===== config.mk =====
export PLATFORM = sky130hd
export DESIGN_NAME = pipeline_ctrl
export DESIGN_NICKNAME = d
export VERILOG_FILES = /design/src/rtl/pipeline_ctrl.sv
export SDC_FILE = /design/constraint.sdc
export NUM_CORES = 1
export LEC_CHECK = 0
export ABC_AREA = 1
export CAP_MARGIN = 10
export CORE_UTILIZATION = 45
export DETAILED_ROUTE_END_ITERATION = 12
export HOLD_SLACK_MARGIN = 0.05
export PLACE_DENSITY_LB_ADDON = 0.08
export SKIP_CTS_REPAIR_TIMING = 1
export SLEW_MARGIN = 15
export SYNTH_ARGS = -nofsm -noshare
export SYNTH_HDL_FRONTEND = slang
export SYNTH_SLANG_ARGS = --single-unit

===== constraint.sdc =====
create_clock -name Clock -period 1.7 [get_ports Clock]
set_clock_uncertainty 0.2 [all_clocks]
set_input_delay 0.255 -clock Clock [delete_from_list [all_inputs] [get_ports Clock]]
set_output_delay 0.255 -clock Clock [all_outputs]
set_load 0.01 [all_outputs]

===== src/rtl/pipeline_ctrl.sv =====
// ---------------------------------------------------------------------------
// pipeline_ctrl -- central sequencer for the five-stage MIPS pipeline.
//
// Generates the enables for the PC register and the IF/ID, ID/EX, EX/MEM and
// MEM/WB pipeline registers, plus bubble selects for IF/ID and ID/EX.
// Handles load-use stalls, taken-branch flushes, multi-cycle mul/div freezes
// and a syscall halt/resume. Keeps a saturating stall-cycle counter.
//
// Ports:
//   Clock        rising-edge clock
//   Resetn       synchronous reset, active low
//   LoadUse      ID-stage load-use hazard
//   BranchTaken  EX stage resolved a taken branch/jump
//   MulDivStart  one-cycle pulse: mul/div in EX
//   MulDivIsDiv  qualifies MulDivStart (1 = divide)
//   Halt         syscall halt request (level)
//   Resume       leave the halted state
//   PC_Enable, IFID_Enable, IDEX_Enable, EXMEM_Enable, MEMWB_Enable
//                register enables
//   IFID_Flush, IDEX_Flush  bubble selects
//   MulDivBusy   registered state is MULDIV
//   Halted       registered state is HALTED
//   StallCount   cycles with PC_Enable=0 since reset (saturating)
// ---------------------------------------------------------------------------
module pipeline_ctrl #(
  parameter int MUL_CYCLES = 4,
  parameter int DIV_CYCLES = 32,
  parameter int CNT_WIDTH  = 16
) (
  input  logic                 Clock,
  input  logic                 Resetn,
  input  logic                 LoadUse,
  input  logic                 BranchTaken,
  input  logic                 MulDivStart,
  input  logic                 MulDivIsDiv,
  input  logic                 Halt,
  input  logic                 Resume,
  output logic                 PC_Enable,
  output logic                 IFID_Enable,
  output logic                 IDEX_Enable,
  output logic                 EXMEM_Enable,
  output logic                 MEMWB_Enable,
  output logic                 IFID_Flush,
  output logic                 IDEX_Flush,
  output logic                 MulDivBusy,
  output logic                 Halted,
  output logic [CNT_WIDTH-1:0] StallCount
);

  typedef enum logic [1:0] {
    S_RUN    = 2'd0,
    S_MULDIV = 2'd1,
    S_HALTED = 2'd2
  } state_t;

  // The start cycle is itself a freeze cycle, so the counter is loaded with
  // N-1 and the release happens on the cycle it reads zero.
  localparam logic [7:0] MUL_LOAD = 8'(MUL_CYCLES - 1);
  localparam logic [7:0] DIV_LOAD = 8'(DIV_CYCLES - 1);

  state_t                 state_q, state_d;
  logic [7:0]             cnt_q, cnt_d;
  logic [CNT_WIDTH-1:0]   stall_cnt_q, stall_cnt_d;

  // State register
  always_ff @(posedge Clock) begin
    if (!Resetn) begin
      state_q     <= S_RUN;
      cnt_q       <= 8'd0;
      stall_cnt_q <= '0;
    end else begin
      state_q     <= state_d;
      cnt_q       <= cnt_d;
      stall_cnt_q <= stall_cnt_d;
    end
  end

  // Next-state logic
  always_comb begin
    state_d = state_q;
    cnt_d   = cnt_q;
    case (state_q)
      S_RUN: begin
        if (Halt) begin
          state_d = S_HALTED;
        end else if (MulDivStart) begin
          state_d = S_MULDIV;
          cnt_d   = MulDivIsDiv ? DIV_LOAD : MUL_LOAD;
        end
      end
      S_MULDIV: begin
        if (cnt_q == 8'd0) begin
          state_d = S_RUN;
        end else begin
          cnt_d = cnt_q - 8'd1;
        end
      end
      S_HALTED: begin
        if (Resume) begin
          state_d = S_RUN;
        end
      end
      default: state_d = S_RUN;
    endcase
  end

  // Output logic
  always_comb begin
    PC_Enable    = 1'b1;
    IFID_Enable  = 1'b1;
    IDEX_Enable  = 1'b1;
    EXMEM_Enable = 1'b1;
    MEMWB_Enable = 1'b1;
    IFID_Flush   = 1'b0;
    IDEX_Flush   = 1'b0;
    case (state_q)
      S_RUN: begin
        if (Halt) begin
          PC_Enable    = 1'b0;
          IFID_Enable  = 1'b0;
          IDEX_Enable  = 1'b0;
          EXMEM_Enable = 1'b0;
          MEMWB_Enable = 1'b0;
        end else if (MulDivStart) begin
          // Let the instruction ahead of the mul/div retire through MEM/WB.
          PC_Enable    = 1'b0;
          IFID_Enable  = 1'b0;
          IDEX_Enable  = 1'b0;
          EXMEM_Enable = 1'b0;
        end else if (BranchTaken) begin
          // Squash both wrong-path instructions; any load-use stall on them
          // is moot.
          IFID_Flush = 1'b1;
          IDEX_Flush = 1'b1;
        end else if (LoadUse) begin
          PC_Enable   = 1'b0;
          IFID_Enable = 1'b0;
          IDEX_Flush  = 1'b1;
        end
      end
      S_MULDIV: begin
        if (cnt_q != 8'd0) begin
          PC_Enable    = 1'b0;
          IFID_Enable  = 1'b0;
          IDEX_Enable  = 1'b0;
          EXMEM_Enable = 1'b0;
        end
      end
      S_HALTED: begin
        PC_Enable    = 1'b0;
        IFID_Enable  = 1'b0;
        IDEX_Enable  = 1'b0;
        EXMEM_Enable = 1'b0;
        MEMWB_Enable = 1'b0;
      end
      default: ;
    endcase

    // During reset, advance every stage with bubbles but hold the PC.
    if (!Resetn) begin
      PC_Enable    = 1'b0;
      IFID_Enable  = 1'b1;
      IDEX_Enable  = 1'b1;
      EXMEM_Enable = 1'b1;
      MEMWB_Enable = 1'b1;
      IFID_Flush   = 1'b1;
      IDEX_Flush   = 1'b1;
    end
  end

  // Saturating stall counter; reset cycles are excluded by the register reset.
  always_comb begin
    stall_cnt_d = stall_cnt_q;
    if (!PC_Enable && (stall_cnt_q != {CNT_WIDTH{1'b1}})) begin
      stall_cnt_d = stall_cnt_q + 1'b1;
    end
  end

  assign MulDivBusy = (state_q == S_MULDIV);
  assign Halted     = (state_q == S_HALTED);
  assign StallCount = stall_cnt_q;

endmodule


* Word-level counts from Yosys, hierarchy flattened
Index checks and enable logic that the tools add are counted.
** Word-level totals
- Input bits :: 8
- Flip-flop bits (word level) :: 26
- Output and inout port bits :: 25
- Word-level logic and storage cells :: 58
** Cells by class
- Reduce and logical (&&, ||, !) cells :: 8
- $add $sub $neg :: 2
- Equal/unequal tests :: 9
- Multiplexer cells :: 36
** Operators by type and width (number)
- 2-to-1 mux 8 bit :: 3
- 2-to-1 mux 1 bit :: 23
- adder 16 x 1 -> 16 bit (second input constant) :: 1
- inequality test 16 bit (second input constant) :: 1
- one-hot mux 8 bit (2 select lines) :: 1
- logical NOT 8 bit :: 1
- 2-to-1 mux 2 bit :: 4
- inequality test 2 bit (second input constant) :: 4
- nonzero test 8 bit :: 1
- subtractor 8 x 1 -> 8 bit (second input constant) :: 1
- one-hot mux 1 bit (3 select lines) :: 2
- one-hot mux 2 bit (3 select lines) :: 1
- 2-to-1 mux 5 bit :: 1
- AND reduction 4 bit :: 1
- inequality test 3 bit (second input constant) :: 1
- AND reduction 3 bit :: 1
- equality test 2 x 1 -> 1 bit (second input constant) :: 1
- equality test 2 bit (second input constant) :: 1
- logical NOT 2 bit :: 1
- inequality test 2 x 1 -> 1 bit (second input constant) :: 1
- one-hot mux 1 bit (2 select lines) :: 1
- nonzero test 2 bit :: 1
- logical AND 1 bit :: 1
- logical NOT 1 bit :: 1

* Longest topological paths before layout
- Depth in word-level cells :: 8
- Mapped depth :: 12
- Depth with buffers taken out :: 11

* Worst setup path after synthesis
Ideal clock, no wire load.
- Path kind :: register to register
- Start :: register stall_cnt_q[0] (netlist: StallCount[0])
- End :: register stall_cnt_q[15] (netlist: StallCount[15])
- Path slack :: 0.015 ns
- Data required time :: 1.385 ns
- Cell stages (with the launch flop) :: 11
- Buffers on the path :: 0
- Arrival time :: 1.370 ns
- Setup time :: 0.115 ns
- Cells stage by stage :: dfxtp_1 -> ha_1 -> inv_1 -> nor2_2 -> nand3_2 -> nor2_4 -> nor2_1 -> nand2_1 -> nand2_1 -> nand2_1 -> nor2_2
** Between the ends
- Cells in the longest elaborated chain, start to end :: 2
** Ends and longest elaborated chain
- start: declaration :: line 63 : logic [CNT_WIDTH-1:0] stall_cnt_q, stall_cnt_d;
- start signal: assignment :: line 74 : stall_cnt_q <= stall_cnt_d;
- branches (longest 2 deep; another with adder 16 x 1 -> 16 bit)
Several ways; the timed one is not identified.
A chain may end at the register's enable or synchronous reset.

* Worst setup path in the final report
- Start :: register cnt_q[1]
- End :: output port PC_Enable
** Between the ends
- Cells in the longest elaborated chain, start to end :: 4
** Ends and longest elaborated chain
- start: declaration :: line 62 : logic [7:0] cnt_q, cnt_d;
- start signal: assignment :: line 73 : cnt_q <= cnt_d;
- nonzero test 8 bit :: line 142 : if (cnt_q != 8'd0) begin
- 2-to-1 mux 1 bit :: line 142
- one-hot mux 1 bit (3 select lines) :: line 116 : case (state_q)
- 2-to-1 mux 1 bit :: line 160 : if (!Resetn) begin
- end: declaration :: line 38 : output logic PC_Enable,
Every way passes these cells.

==> impl_metrics.json <==
{
  "core_region_area_mm2": 0.00336,
  "ys_ff_latch": 26,
  "hpwl_mm": 2.92,
  "drive_gt1_share_pct": 40.9,
  "post_drt_wl_per_cell_um": 10.9,
  "critPathCaptureType": "primary output",
  "htreeDepth": 1,
  "arrival_ns": 1.44,
  "synth_area_mm2": 0.00159,
  "place_congestion": 0.833,
  "cp-start-kind": "register",
  "portBuffers": 32,
  "cts_made_buffers": 3,
  "reg2reg_slack_ns": 0.05,
  "yosys.cell_types.count": 25,
  "p_comb_share_pct": 37.3,
  "timing.setup.tns_ns": -0.986,
  "setup-violations-final": 7,
  "dieArea_mm2": 0.00378,
  "violations": "setup timing",
  "dieHeight_um": 61.5,
  "setup_slack_ns": -0.198,
  "post-route-util_pct": 74.8,
  "yosys.area.top_type_share_pct": 32.7,
  "intPower_w": 0.000998,
  "async_reset_ff_share_pct": 0,
  "relSlewSlack_pct": 68.6,
  "drv_cap": 0,
  "fmax_mhz": 527,
  "ant_nets": 0,
  "gr-total-overflow": 0,
  "grt_antenna_before_repair": 0,
  "synthTopCellsByArea": "dfxtp_1, nand2_1, nor2_1, nand3_1, a21oi_1",
  "vias": 1790,
  "power.switching_w": 0.000479,
  "synth_top_cells_by_count": "nand2_1, nor2_1, dfxtp_1, inv_1, nand3_1",
  "grt_pass1_vias": 1345,
  "synth_warnings": 0,
  "period_share_pct": 112,
  "clock_path_buffers": 2,
  "synth_most_common_cell": "nand2_1",
  "rsz0062_at_grt": "true",
  "min_from": "StallCount[6]",
  "ys_seq_area_share_pct": 32.7,
  "clk_pin_slew_ns": 0.14,
  "rows": 21,
  "vdd_ir_drop_max_mv": 0.412,
  "nets": 336,
  "cp.required_ns": 1.24,
  "r2r-end": "StallCount[3]",
  "drtIter0Drc": 58,
  "pin_count": 33,
  "grt_pass1_wl_mm": 5.44,
  "p_per_area_mw_per_mm2": 587,
  "finalMaxSlewViolations": 0,
  "hold_end": "StallCount[6]",
  "netlist.top_cell.by_area": "dfxtp_1",
  "power.share.sequential_pct": 45.1,
  "first_pass_iters": 4,
  "syn_to_final_growth_pct": 58.1,
  "rr_worst_depth": 9,
  "dieWidth_um": 61.5,
  "rr_startpoint": "StallCount[8]",
  "syn_inst": 245,
  "syn_nets": 256,
  "layout_min_cycle_time_ns": 1.90,
  "synth_edf_count": 0,
  "min_path_cells": 2,
  "swShare_pct": 32.4,
  "syn_avg_cell_area_um2": 6.50,
  "routed_wl_mm": 4.03,
  "path_max_fanout": 3,
  "cts.sinks": 26,
  "clockRootBuffer": "clkbuf_4",
  "drc": 0,
  "diodes": 0,
  "outcome": "finished, violations left",
  "critical_path_class": "reg -> out",
  "p_clk_share_pct": 17.6,
  "initial_core_util_pct": 47.3,
  "p_leak_nw": 1.37,
  "clock_latency_ns": 0.32,
  "track_usage_pct": 19.5,
  "synthFlopType": "dfxtp_1",
  "tightest_slew_ns": 0.467,
  "finalHoldViolCount": 0,
  "grt_start_max_net_pins": 20,
  "vias_per_cell": 4.85,
  "cts_tree": "done",
  "min_path_type": "reg -> reg"
}
[state kept, by name, indices dropped and copies added, names as in the netlist]
name        count
cnt_q           8
StallCount     16
state_q         2
[cell families (layout without fill, tap and decap cells)]
family                   count (synthesis)  count (layout)  synth area share (%)
AO/OA/AOI/OAI                           32              32                  10.5
AND/OR/NAND/NOR                        149             149                  43.3
XOR/XNOR                                 1               1                 0.550
flip-flops                              26              26                  32.7
buffers and inverters                   34             112                  10.5
adder cells (fa/ha/maj)                  3               3                  2.36
[layout by cell type (no fill, tap or decap), types with 8 or more instances in the layout]
cell | netlist | final
a21oi_1 | 18 | 17
buf_4 | 2 | 44
dfxtp_2 | 0 | 19
dlymetal6s2s_1 | 0 | 17
inv_1 | 23 | 19
nand2_1 | 58 | 51
nand3_1 | 20 | 20
nor2_1 | 46 | 33
nor2_2 | 5 | 14
o21ai_0 | 10 | 8
[cell type report]
cell class,count,area (um^2)
Multi-Input combinational cell,185,1030
Fill cell,291,847
Timing Repair Buffer,82,752
Sequential cell,26,548
Inverter,27,106
Tap cell,46,57.6
Clock buffer,3,22.5
[metrics by stage]
stage	total power [W]	cell area (um^2)	worst slack, ns	instances	hold WS, ns
4_1_cts	0.00143	2270	-0.716	364	0.337
6_report	0.00148	2520	-0.198	369	0.318
2_1_floorplan	0.000940	1590	0.0146	245	0.220
3_5_place_dp	0.00116	2240	-0.566	361	0.305
5_1_grt	0.00158	2520	-0.298	369	0.348
3_3_place_gp	0.00115	2240	-0.557	361	0.296
[power groups by stage]
stage / registers (W) / clock network (W) / logic (W)
final: 0.000667 / 0.000260 / 0.000550
after global routing: 0.000672 / 0.000303 / 0.000607
after detailed placement: 0.000673 / 0 / 0.000487
after floorplan: 0.000682 / 0 / 0.000258
after CTS: 0.000660 / 0.000277 / 0.000490
after global placement: 0.000673 / 0 / 0.000482
[layer usage]
metal | vias up | GRT usage (%) | routed length, um
met2 | 23 | 37.3 | 2080
met5 | - | 0 | 0
li1 | 943 | - | -
met4 | 0 | 5.71 | 72
met3 | 6 | 2.52 | 97
met1 | 818 | 22.5 | 1780
[worst max-delay path by stage]
stage	startpoint	endpoint	slack, ns	depth (start not counted)
2_1_floorplan	StallCount[0]	StallCount[15]	0.01	10
3_3_place_gp	Halt	IFID_Flush	-0.56	6
3_5_place_dp	Halt	IFID_Flush	-0.57	6
4_1_cts	cnt_q[1]	IFID_Enable	-0.72	9
5_1_grt	cnt_q[1]	PC_Enable	-0.30	9
6_report	cnt_q[1]	PC_Enable	-0.20	9
[worst max-delay path: stages (launching register included)]
cell and delay (ns):
dfxtp_2 0.35, inv_2 0.07, ha_4 0.13, inv_2 0.04, nor2_4 0.08, nand3_2 0.11, nand3_4 0.12, nand2_2 0.06
inv_1 0.05, buf_2 0.11
No activity file was read; power rests on OpenSTA's default activity.
